--- src/rtl/moore_run_detector_pkg.sv ---
// Shared constants and helpers for the run detector and later board designs.
package moore_run_detector_pkg;

    typedef enum logic {
        MODE_ONES  = 1'b0,
        MODE_ZEROS = 1'b1
    } mode_e;

    localparam int BOARD_CLK_HZ = 50_000_000;

    // Width needed to encode run lengths 0..run_len.
    function automatic int state_width(input int run_len);
        return $clog2(run_len + 1);
    endfunction

endpackage

--- src/rtl/moore_run_detector_if.sv ---
// Switch/pin inputs and LED/7-seg outputs of the run detector.
interface moore_run_detector_if #(
    parameter int SW    = 2,
    parameter int HIT_W = 8
) ();
    logic             w;
    logic             mode;
    logic             clr_hits;
    logic             tick;
    logic             sq_out;
    logic             z;
    logic             z_pulse;
    logic [SW-1:0]    tt_ht;
    logic [HIT_W-1:0] hits;

    modport master (
        output w, mode, clr_hits,
        input  tick, sq_out, z, z_pulse, tt_ht, hits
    );

    modport slave (
        input  w, mode, clr_hits,
        output tick, sq_out, z, z_pulse, tt_ht, hits
    );
endinterface

--- src/rtl/moore_run_detector_tick_gen.sv ---
// Sample-tick divider: one-Clock enable every CLK_HZ/TICK_HZ cycles plus an LED square wave.
module tick_gen #(
    parameter int CLK_HZ  = 50_000_000,
    parameter int TICK_HZ = 1
) (
    input  logic Clock,
    input  logic Resetn,
    output logic tick,
    output logic sq_out
);
    localparam int DIV = CLK_HZ / TICK_HZ;
    localparam int CW  = (DIV > 2) ? $clog2(DIV) : 1;

    logic [CW-1:0] cnt;

    // tick is registered, so it lands in the cycle after cnt reaches DIV-1.
    always_ff @(posedge Clock or negedge Resetn) begin
        if (!Resetn) begin
            cnt    <= '0;
            tick   <= 1'b0;
            sq_out <= 1'b0;
        end else if (cnt == CW'(DIV - 1)) begin
            cnt    <= '0;
            tick   <= 1'b1;
            sq_out <= ~sq_out;
        end else begin
            cnt    <= cnt + 1'b1;
            tick   <= 1'b0;
        end
    end
endmodule

--- src/rtl/moore_run_detector.sv ---
// Moore run detector: z asserts after RUN_LEN consecutive matching samples of w taken on slow ticks.
//  state     | meaning
//  S0        | no matching sample in the current run
//  Sk (0<k<N)| k consecutive matching samples
//  S_RUN_LEN | run complete, z=1 until a mismatching sample
module moore_run_detector
    import moore_run_detector_pkg::*;
#(
    parameter int CLK_HZ  = BOARD_CLK_HZ,
    parameter int TICK_HZ = 1,
    parameter int RUN_LEN = 2,
    parameter int HIT_W   = 8
) (
    input  logic                 Clock,
    input  logic                 Resetn,
    moore_run_detector_if.slave  bus
);
    localparam int SW = state_width(RUN_LEN);

    logic             tick;
    logic             sq_out;
    logic             w_meta;
    logic             w_s;
    logic             match;
    logic [SW-1:0]    state;
    logic [SW-1:0]    state_nxt;
    logic             z_pulse;
    logic             pulse_nxt;
    logic [HIT_W-1:0] hits;

    tick_gen #(
        .CLK_HZ  (CLK_HZ),
        .TICK_HZ (TICK_HZ)
    ) u_tick_gen (
        .Clock  (Clock),
        .Resetn (Resetn),
        .tick   (tick),
        .sq_out (sq_out)
    );

    always_ff @(posedge Clock or negedge Resetn) begin
        if (!Resetn) begin
            w_meta <= 1'b0;
            w_s    <= 1'b0;
        end else begin
            w_meta <= bus.w;
            w_s    <= w_meta;
        end
    end

    assign match = (bus.mode == MODE_ONES) ? w_s : ~w_s;

    always_ff @(posedge Clock or negedge Resetn) begin
        if (!Resetn) begin
            state   <= '0;
            z_pulse <= 1'b0;
        end else begin
            state   <= state_nxt;
            z_pulse <= pulse_nxt;
        end
    end

    // Out-of-range encodings fall into the mismatch branch and return to S0.
    always_comb begin
        state_nxt = state;
        pulse_nxt = 1'b0;
        if (tick) begin
            if (!match || state > SW'(RUN_LEN)) begin
                state_nxt = '0;
            end else if (state != SW'(RUN_LEN)) begin
                state_nxt = state + 1'b1;
                pulse_nxt = (state == SW'(RUN_LEN - 1));
            end
        end
    end

    always_ff @(posedge Clock or negedge Resetn) begin
        if (!Resetn) begin
            hits <= '0;
        end else if (bus.clr_hits) begin
            hits <= '0;
        end else if (z_pulse && hits != {HIT_W{1'b1}}) begin
            hits <= hits + 1'b1;
        end
    end

    assign bus.tick    = tick;
    assign bus.sq_out  = sq_out;
    assign bus.z       = (state == SW'(RUN_LEN));
    assign bus.z_pulse = z_pulse;
    assign bus.tt_ht   = state;
    assign bus.hits    = hits;
endmodule
--- src/flat_wrapper.sv ---
// flat-port wrapper written by rule: the top's interface ports become plain ports
module moore_run_detector_flat import moore_run_detector_pkg::*;
#(
    parameter int CLK_HZ  = BOARD_CLK_HZ,
    parameter int TICK_HZ = 1,
    parameter int RUN_LEN = 2,
    parameter int HIT_W   = 8
)
  (Clock, Resetn, bus_w, bus_mode, bus_clr_hits, bus_tick, bus_sq_out, bus_z, bus_z_pulse, bus_tt_ht, bus_hits);
  moore_run_detector_if #(.HIT_W(HIT_W)) bus_i ();
  input  logic Clock;
  input  logic Resetn;
  input wire logic [$bits(bus_i.w)-1:0] bus_w;
  input wire logic [$bits(bus_i.mode)-1:0] bus_mode;
  input wire logic [$bits(bus_i.clr_hits)-1:0] bus_clr_hits;
  output wire logic [$bits(bus_i.tick)-1:0] bus_tick;
  output wire logic [$bits(bus_i.sq_out)-1:0] bus_sq_out;
  output wire logic [$bits(bus_i.z)-1:0] bus_z;
  output wire logic [$bits(bus_i.z_pulse)-1:0] bus_z_pulse;
  output wire logic [$bits(bus_i.tt_ht)-1:0] bus_tt_ht;
  output wire logic [$bits(bus_i.hits)-1:0] bus_hits;
  assign bus_i.w = bus_w;
  assign bus_i.mode = bus_mode;
  assign bus_i.clr_hits = bus_clr_hits;
  assign bus_tick = bus_i.tick;
  assign bus_sq_out = bus_i.sq_out;
  assign bus_z = bus_i.z;
  assign bus_z_pulse = bus_i.z_pulse;
  assign bus_tt_ht = bus_i.tt_ht;
  assign bus_hits = bus_i.hits;
  moore_run_detector #(.CLK_HZ(CLK_HZ), .TICK_HZ(TICK_HZ), .RUN_LEN(RUN_LEN), .HIT_W(HIT_W)) u_core (.Clock(Clock), .Resetn(Resetn), .bus(bus_i));
endmodule
--- config.mk ---
export PLATFORM = sky130hd
export DESIGN_NAME = moore_run_detector_flat
export DESIGN_NICKNAME = d
export VERILOG_FILES = /design/src/rtl/moore_run_detector_pkg.sv /design/src/rtl/moore_run_detector_if.sv /design/src/rtl/moore_run_detector_tick_gen.sv /design/src/rtl/moore_run_detector.sv /design/src/flat_wrapper.sv
export SDC_FILE = /design/constraint.sdc
export NUM_CORES = 1
export LEC_CHECK = 0
export CORE_MARGIN = 2
export CORE_UTILIZATION = 51
export DETAILED_ROUTE_END_ITERATION = 16
export HOLD_SLACK_MARGIN = 0.05
export MAX_ROUTING_LAYER = met4
export PLACE_DENSITY = 0.78
export SYNTH_ARGS = -nofsm -noshare
export SYNTH_HDL_FRONTEND = slang
export SYNTH_SLANG_ARGS = --single-unit
--- constraint.sdc ---
create_clock -name Clock -period 2.2 [get_ports Clock]
set_input_delay 0.44 -clock Clock [delete_from_list [all_inputs] [get_ports Clock]]
set_output_delay 0.44 -clock Clock [all_outputs]
set_load 0.05 [all_outputs]
==> impl_metrics.py, run 1 <==
metrics = {
    "run_status": {
        "status": "finished clean",
    },
    "worst_setup_path": {
        "crit_cells": 4,
        "r2r-start": "u_core.u_tick_gen.cnt[16]",
        "rrSetupSlack_ns": 0.09,
        "startpoint_type": "flop",
        "worstPathArrival_ns": 2.30,
        "path_buf_inv": 0,
        "critical-path-max-stage-delay_ns": 0.50,
        "crit_type": "flop to flop",
        "reg2reg_to": "u_core.u_tick_gen.cnt[15]",
        "critPathRequiredTime_ns": 2.39,
        "reg2reg_depth": 4,
        "path_cells": "or4b_1, or3_2, or2_2, a31o_2",
        "end_kind": "flop",
        "endpoint": "u_core.u_tick_gen.cnt[15]",
        "cp_slowest_cell": "or4b_1",
        "cp_max_fo": 5,
        "crit_path_start": "u_core.u_tick_gen.cnt[16]",
        "critPathTopFamily": "simple AND/OR/NAND/NOR gates",
    },
    "synthesis": {
        "synthesis.nets": 206,
        "synthMuxAreaShare": 0.004969,
        "yosys.area_share.simple": 0.2342,
        "synth-edff-count": 0,
        "yosys.area_share.xor_xnor": 0.08261,
        "synth_ff_type": "dfrtp_1",
        "yosys.area.top_type_share": 0.5093,
        "synth_top_family_by_area": "simple AND/OR/NAND/NOR gates",
        "ys_top_cells_by_area": "dfrtp_1, xor2_1, nand3_1",
        "syn_inst": 196,
        "synth-compound-area-share": 0.1075,
        "ys_ff_latch": 41,
        "yosysTopAreaCell": "dfrtp_1",
        "syn_avg_cell_area_um2": 10.28,
        "async_reset_ff_frac": 1.000,
        "netlist_area_um2": 2014,
        "ys_seq_area_frac": 0.5093,
        "ys_warn_count": 0,
        "yosysUniqueCellTypes": 45,
        "yosys.area_share.adder": 0.03106,
    },
    "layout": {
        "flow.area_growth_from_synthesis_pct": 20.19,
        "nNetsFinal": 234,
        "multi_input_comb_area_um2": 937.1,
        "antenna_cells": 0,
        "layout_common_cells": "dfrtp_1, nor2_1, clkdlybuf4s50_1",
        "seqCellArea_um2": 1026,
        "layout-drive-gt1-share": 0.1289,
        "final_common_cell": "dfrtp_1",
        "fillers": 312,
    },
    "die": {
        "die_h_um": 66.85,
        "dieArea_um2": 4468,
        "initial_core_util": 0.5421,
        "core_um2": 3716,
        "pin_count": 19,
        "die_w_um": 66.85,
        "row_count": 22,
    },
    "sta": {
        "setup_viol": 0,
        "rsz0062_at_grt": "false",
        "period_minus_slack_ns": 2.111,
        "tightest_slew_ns": 0.5035,
        "drv_slew": 0,
        "maxClockFrequency_mhz": 473.7,
        "period_share": 0.9595,
        "hold_viol": 0,
        "skew_ns": 0.006064,
        "slew_headroom": 0.6633,
        "setup_tns_ns": 0,
    },
    "detailed_routing": {
        "viasPerCell": 5.784,
        "wl_um": 3886,
        "num_vias": 1579,
        "drc": 0,
        "drt_pass1_iterations": 4,
        "initialDrtViolationCount": 94,
        "final_antenna_net_count": 0,
        "routedWlPerCell_um": 14.23,
    },
    "grt": {
        "grt.total_usage": 0.2045,
        "first_global_vias": 1511,
        "grt_pass1_wl_um": 6755,
        "grt_max_degree": 42,
        "antenna_found_initial": 0,
        "overflow": 0,
    },
    "clocking": {
        "cts_sinks": 41,
        "cts_buffers": 5,
        "post_cts_buffers": 0,
        "clkSlewWorstSetupHoldPaths_ns": 0.08,
        "htreeDepth": 2,
        "cts_hold_buf": 0,
        "cts_tree": "built",
        "root_buffer": "clkbuf_8",
        "clock_path_buffers": 2,
        "clk_latency_ns": 0.30,
    },
    "placement": {
        "gp_routability_congestion": 0.8716,
        "hpwl_um": 2672,
        "numPortBuffers": 18,
    },
    "pwr": {
        "pwr_density_cell_nw_per_um2": 576.5,
        "p_total_mw": 1.396,
        "ir_drop_mv": 0.3943,
        "p_leak_nw": 1.049,
    },
    "hold_path": {
        "hp-class": "primary input to async pin",
    },
    "flow_run": {
        "cap_violations": 0,
    },
}
area by class of cell:
class                           count  share of cell area
Sequential cell                    41              0.4238
Multi-Input combinational cell    140              0.3871
Timing Repair Buffer               26              0.1013
Clock buffer                        5             0.02842
Tap cell                           48             0.02481
Clock inverter                      3             0.01912
Inverter                           10             0.01550
worst min-delay path by stage:
stage                  start  slack [ns]                  to  cells after the start
3_5_place_dp   u_core.w_meta        0.34          u_core.w_s                      0
3_3_place_gp   u_core.w_meta        0.33          u_core.w_s                      0
4_1_cts               Resetn        0.11  u_core.bus.hits[5]                      2
2_1_floorplan         Resetn        0.14  u_core.bus.hits[0]                      0
6_report              Resetn        0.10  u_core.bus.hits[3]                      2
5_1_grt               Resetn        0.12  u_core.bus.hits[5]                      2
cells in the mapped netlist (all sizes together), types with 4 or more instances:
cell and instances:
inv 10, o31ai 4, and3 4, nor2 19, xnor2 8, dfrtp 41
o21ai 8, or4 5, nor3 5, xor2 11, nand3 15, ha 5
or3 4, a21oi 7, nand4 9, nand2 9
repair_timing:
item / CTS / global route
setup endpoints to repair: 0 / 4
resized for setup: 0 / 2
endpoints found under the hold margin: 0 / 0
sequential cells by signal, indices dropped and copies added, names as in the netlist:
| signal | cells |
|---|---|
| u_core.bus.hits | 8 |
| u_core.bus.tt_ht | 2 |
| u_core.bus.z_pulse | 1 |
| u_core.u_tick_gen.cnt | 26 |
| u_core.u_tick_gen.sq_out | 1 |
| u_core.u_tick_gen.tick | 1 |
| u_core.w_meta | 1 |
| u_core.w_s | 1 |
power by group:
part / switching, mW / total, mW / internal (mW) / leakage, nW
Clock: 0.271 / 0.611 / 0.339 / 0.0543
Combinational: 0.0193 / 0.0299 / 0.0105 / 0.441
Sequential: 0.000722 / 0.755 / 0.755 / 0.554
cells by family after synthesis:
kind of cell | Yosys count
adder cells (fa/ha/maj) | 5
AND/OR/NAND/NOR | 83
AO/OA/AOI/OAI | 32
XOR/XNOR | 19
buffers and inverters | 15
flip-flops | 41
multiplexers | 1
per-stage QoR:
step | instance area [um2] | hold slack (ns) | utilization | setup WS, ns | cells
4_1_cts | 2411 | 0.1092 | 0.6488 | 0.05844 | 273
5_1_grt | 2421 | 0.1187 | 0.6515 | 0.02351 | 273
3_3_place_gp | 2296 | 0.3327 | 0.6178 | 0.1300 | 265
3_5_place_dp | 2296 | 0.3355 | 0.6178 | 0.07207 | 265
6_report | 2421 | 0.1025 | 0.6515 | 0.08916 | 273
2_1_floorplan | 2014 | 0.1444 | - | 0.1388 | 196
layer usage:
layer	vias up	part of all wire	global-route usage
met3	9	0.046	0.06250
met4	0	0.013	0.05357
li1	771	-	-
met5	-	0	-
met2	37	0.49	0.3288
met1	762	0.45	0.2527
No activity file was read; power rests on OpenSTA's default activity.
==> run 2, diff against run 1 <==
CELL_PAD_IN_SITES_DETAIL_PLACEMENT = 1   (was default)
CELL_PAD_IN_SITES_GLOBAL_PLACEMENT = 1   (was default)
CORE_UTILIZATION = 42   (was 51)
CTS_BUF_LIST = sky130_fd_sc_hd__clkbuf_2   (was default)
PLACE_DENSITY = 0.81   (was 0.78)
==> run 2 against run 1 <==
  * Worst hold slack better by 0.30 ns
  * Clock power decreased by 27%
  * Flip-flop and latch count is the same
  * Routed wire length up 14%
==> impl_metrics.py, run 2 (synthesized netlist as in run 1, its figures left out) <==
metrics = {
    "run_status": {
        "status": "finished clean",
    },
    "sta": {
        "hold_viol": 0,
        "drv_slew": 0,
        "period_minus_slack_ns": 2.092,
        "maxClockFrequency_mhz": 478.1,
        "slew_headroom": 0.6594,
        "skew_ns": 0.02956,
        "tightest_slew_ns": 0.5101,
        "fin_hold_ws_ns": 0.4012,
        "setup_viol": 0,
        "setup_tns_ns": 0,
        "rsz0062_at_grt": "false",
        "period_share": 0.9507,
    },
    "die": {
        "die_w_um": 73.26,
        "row_count": 25,
        "core_um2": 4661,
        "initial_core_util": 0.4322,
        "die_h_um": 73.26,
        "pin_count": 19,
        "dieArea_um2": 5366,
    },
    "layout": {
        "layout-drive-gt1-share": 0.1485,
        "largest_reg_flops": 26,
        "antenna_cells": 0,
        "fillers": 524,
        "final_common_cell": "dfrtp_1",
        "utilization": 0.5238,
        "layout_common_cells": "dfrtp_1, nor2_1, nand3_1",
        "flow.area_growth_from_synthesis_pct": 21.18,
        "nNetsFinal": 238,
        "final_area_um2": 2441,
        "top_register": "u_core.u_tick_gen.cnt",
    },
    "pwr": {
        "pwr_density_cell_nw_per_um2": 506.0,
        "ir_drop_mv": 0.3641,
        "p_leak_nw": 1.211,
    },
    "worst_setup_path": {
        "end_kind": "flop",
        "cp_max_fo": 5,
        "crit_type": "flop to flop",
        "startpoint_type": "flop",
        "reg2reg_depth": 4,
        "critPathRequiredTime_ns": 2.55,
        "worstPathArrival_ns": 2.45,
    },
    "grt": {
        "grt_pass1_wl_um": 7562,
        "antenna_found_initial": 0,
        "overflow": 0,
        "grt_max_degree": 23,
        "use_met3": 0.04115,
        "grt_use_met2": 0.3093,
        "grt-busiest-layer": "met2",
        "first_global_vias": 1593,
        "grt.total_usage": 0.1912,
        "met1_usage": 0.2372,
    },
    "detailed_routing": {
        "drc": 0,
        "num_vias": 1644,
        "viasPerCell": 5.809,
        "final_antenna_net_count": 0,
        "initialDrtViolationCount": 101,
        "wl_um": 4425,
        "drt_pass1_iterations": 5,
        "routedWlPerCell_um": 15.64,
    },
    "hold_path": {
        "hp-class": "flop to flop",
        "whs_path_depth": 0,
    },
    "placement": {
        "numPortBuffers": 18,
        "post_dp_cell_area_um2": 2326,
        "hpwl_um": 3257,
        "gp_routability_congestion": 0.7828,
    },
    "clocking": {
        "cts_tree": "built",
        "cts_sinks": 41,
        "clk_latency_ns": 0.42,
        "cts_buffers": 5,
        "clock_path_buffers": 2,
        "clkSlewWorstSetupHoldPaths_ns": 0.23,
        "post_cts_buffers": 0,
        "root_buffer": "clkbuf_2",
        "htreeDepth": 2,
    },
    "flow_run": {
        "cap_violations": 0,
    },
}
==> run 2: changes by cell type in the layout (fill, tap and decap cells not counted), sizes merged <==
cell           previous run  this run
buf                      10        13
clkdlybuf4s50            16         4
dlygate4sd3               0         1
dlymetal6s2s              0         7
dlygate4sd2               0         5
==> run 2: final cells by class <==
type,count,area (um2),area share
clock inverters,3,41.29,0.01691
inverters,10,37.54,0.01538
flip-flops and latches,41,1027,0.4208
repair buffers,30,289.0,0.1184
well taps,54,67.56,0.02768
multi-input cells,140,953.4,0.3906
clock buffers,5,25.02,0.01025
==> run 2: power by group <==
part | internal [mW] | switching (mW)
Sequential | 0.757 | 0.000753
Clock | 0.188 | 0.258
Combinational | 0.0115 | 0.0203
Total | 0.956 | 0.279
==> run 2: final timing paths <==
path / startpoint / endpoint / slack [ns]
max: u_core.u_tick_gen.cnt[11] / u_core.u_tick_gen.cnt[15] / 0.11
min: u_core.w_meta / u_core.w_s / 0.40
max reg2reg: u_core.u_tick_gen.cnt[11] / u_core.u_tick_gen.cnt[15] / 0.11
min reg2reg: u_core.w_meta / u_core.w_s / 0.40
max in group asynchronous: Resetn / u_core.u_tick_gen.cnt[0] / 1.21
min in group asynchronous: Resetn / u_core.bus.hits[0] / 0.47
==> run 2: per-stage QoR <==
stage	setup WS (ns)	std cells	total power, mW
after global routing	0.01675	283	1.292
after floorplan	0.1388	196	0.7752
final	0.1085	283	1.235
after detailed placement	-0.002194	274	0.8027
after global placement	0.06683	274	0.8020
after CTS	0.01277	283	1.254
==> run 2: timing repair <==
action,in CTS,in global routing
hold buffers,1,0
gates resized for setup,6,12
pin swaps,0,1
endpoints found under the setup margin,7,21
hold endpoints to repair,19,0
==> run 2: critical path, cell delays in order (launching register included) <==
cell and delay, ns:
dfrtp_1 0.42, or4b_1 0.53, or3_2 0.50, or2_2 0.34, a31o_2 0.24
==> run 2: layer usage <==
layer	vias to the layer above	part of all wire
met2	25	0.50
met5	-	0
met3	7	0.034
li1	778	-
met4	0	0.014
met1	834	0.45
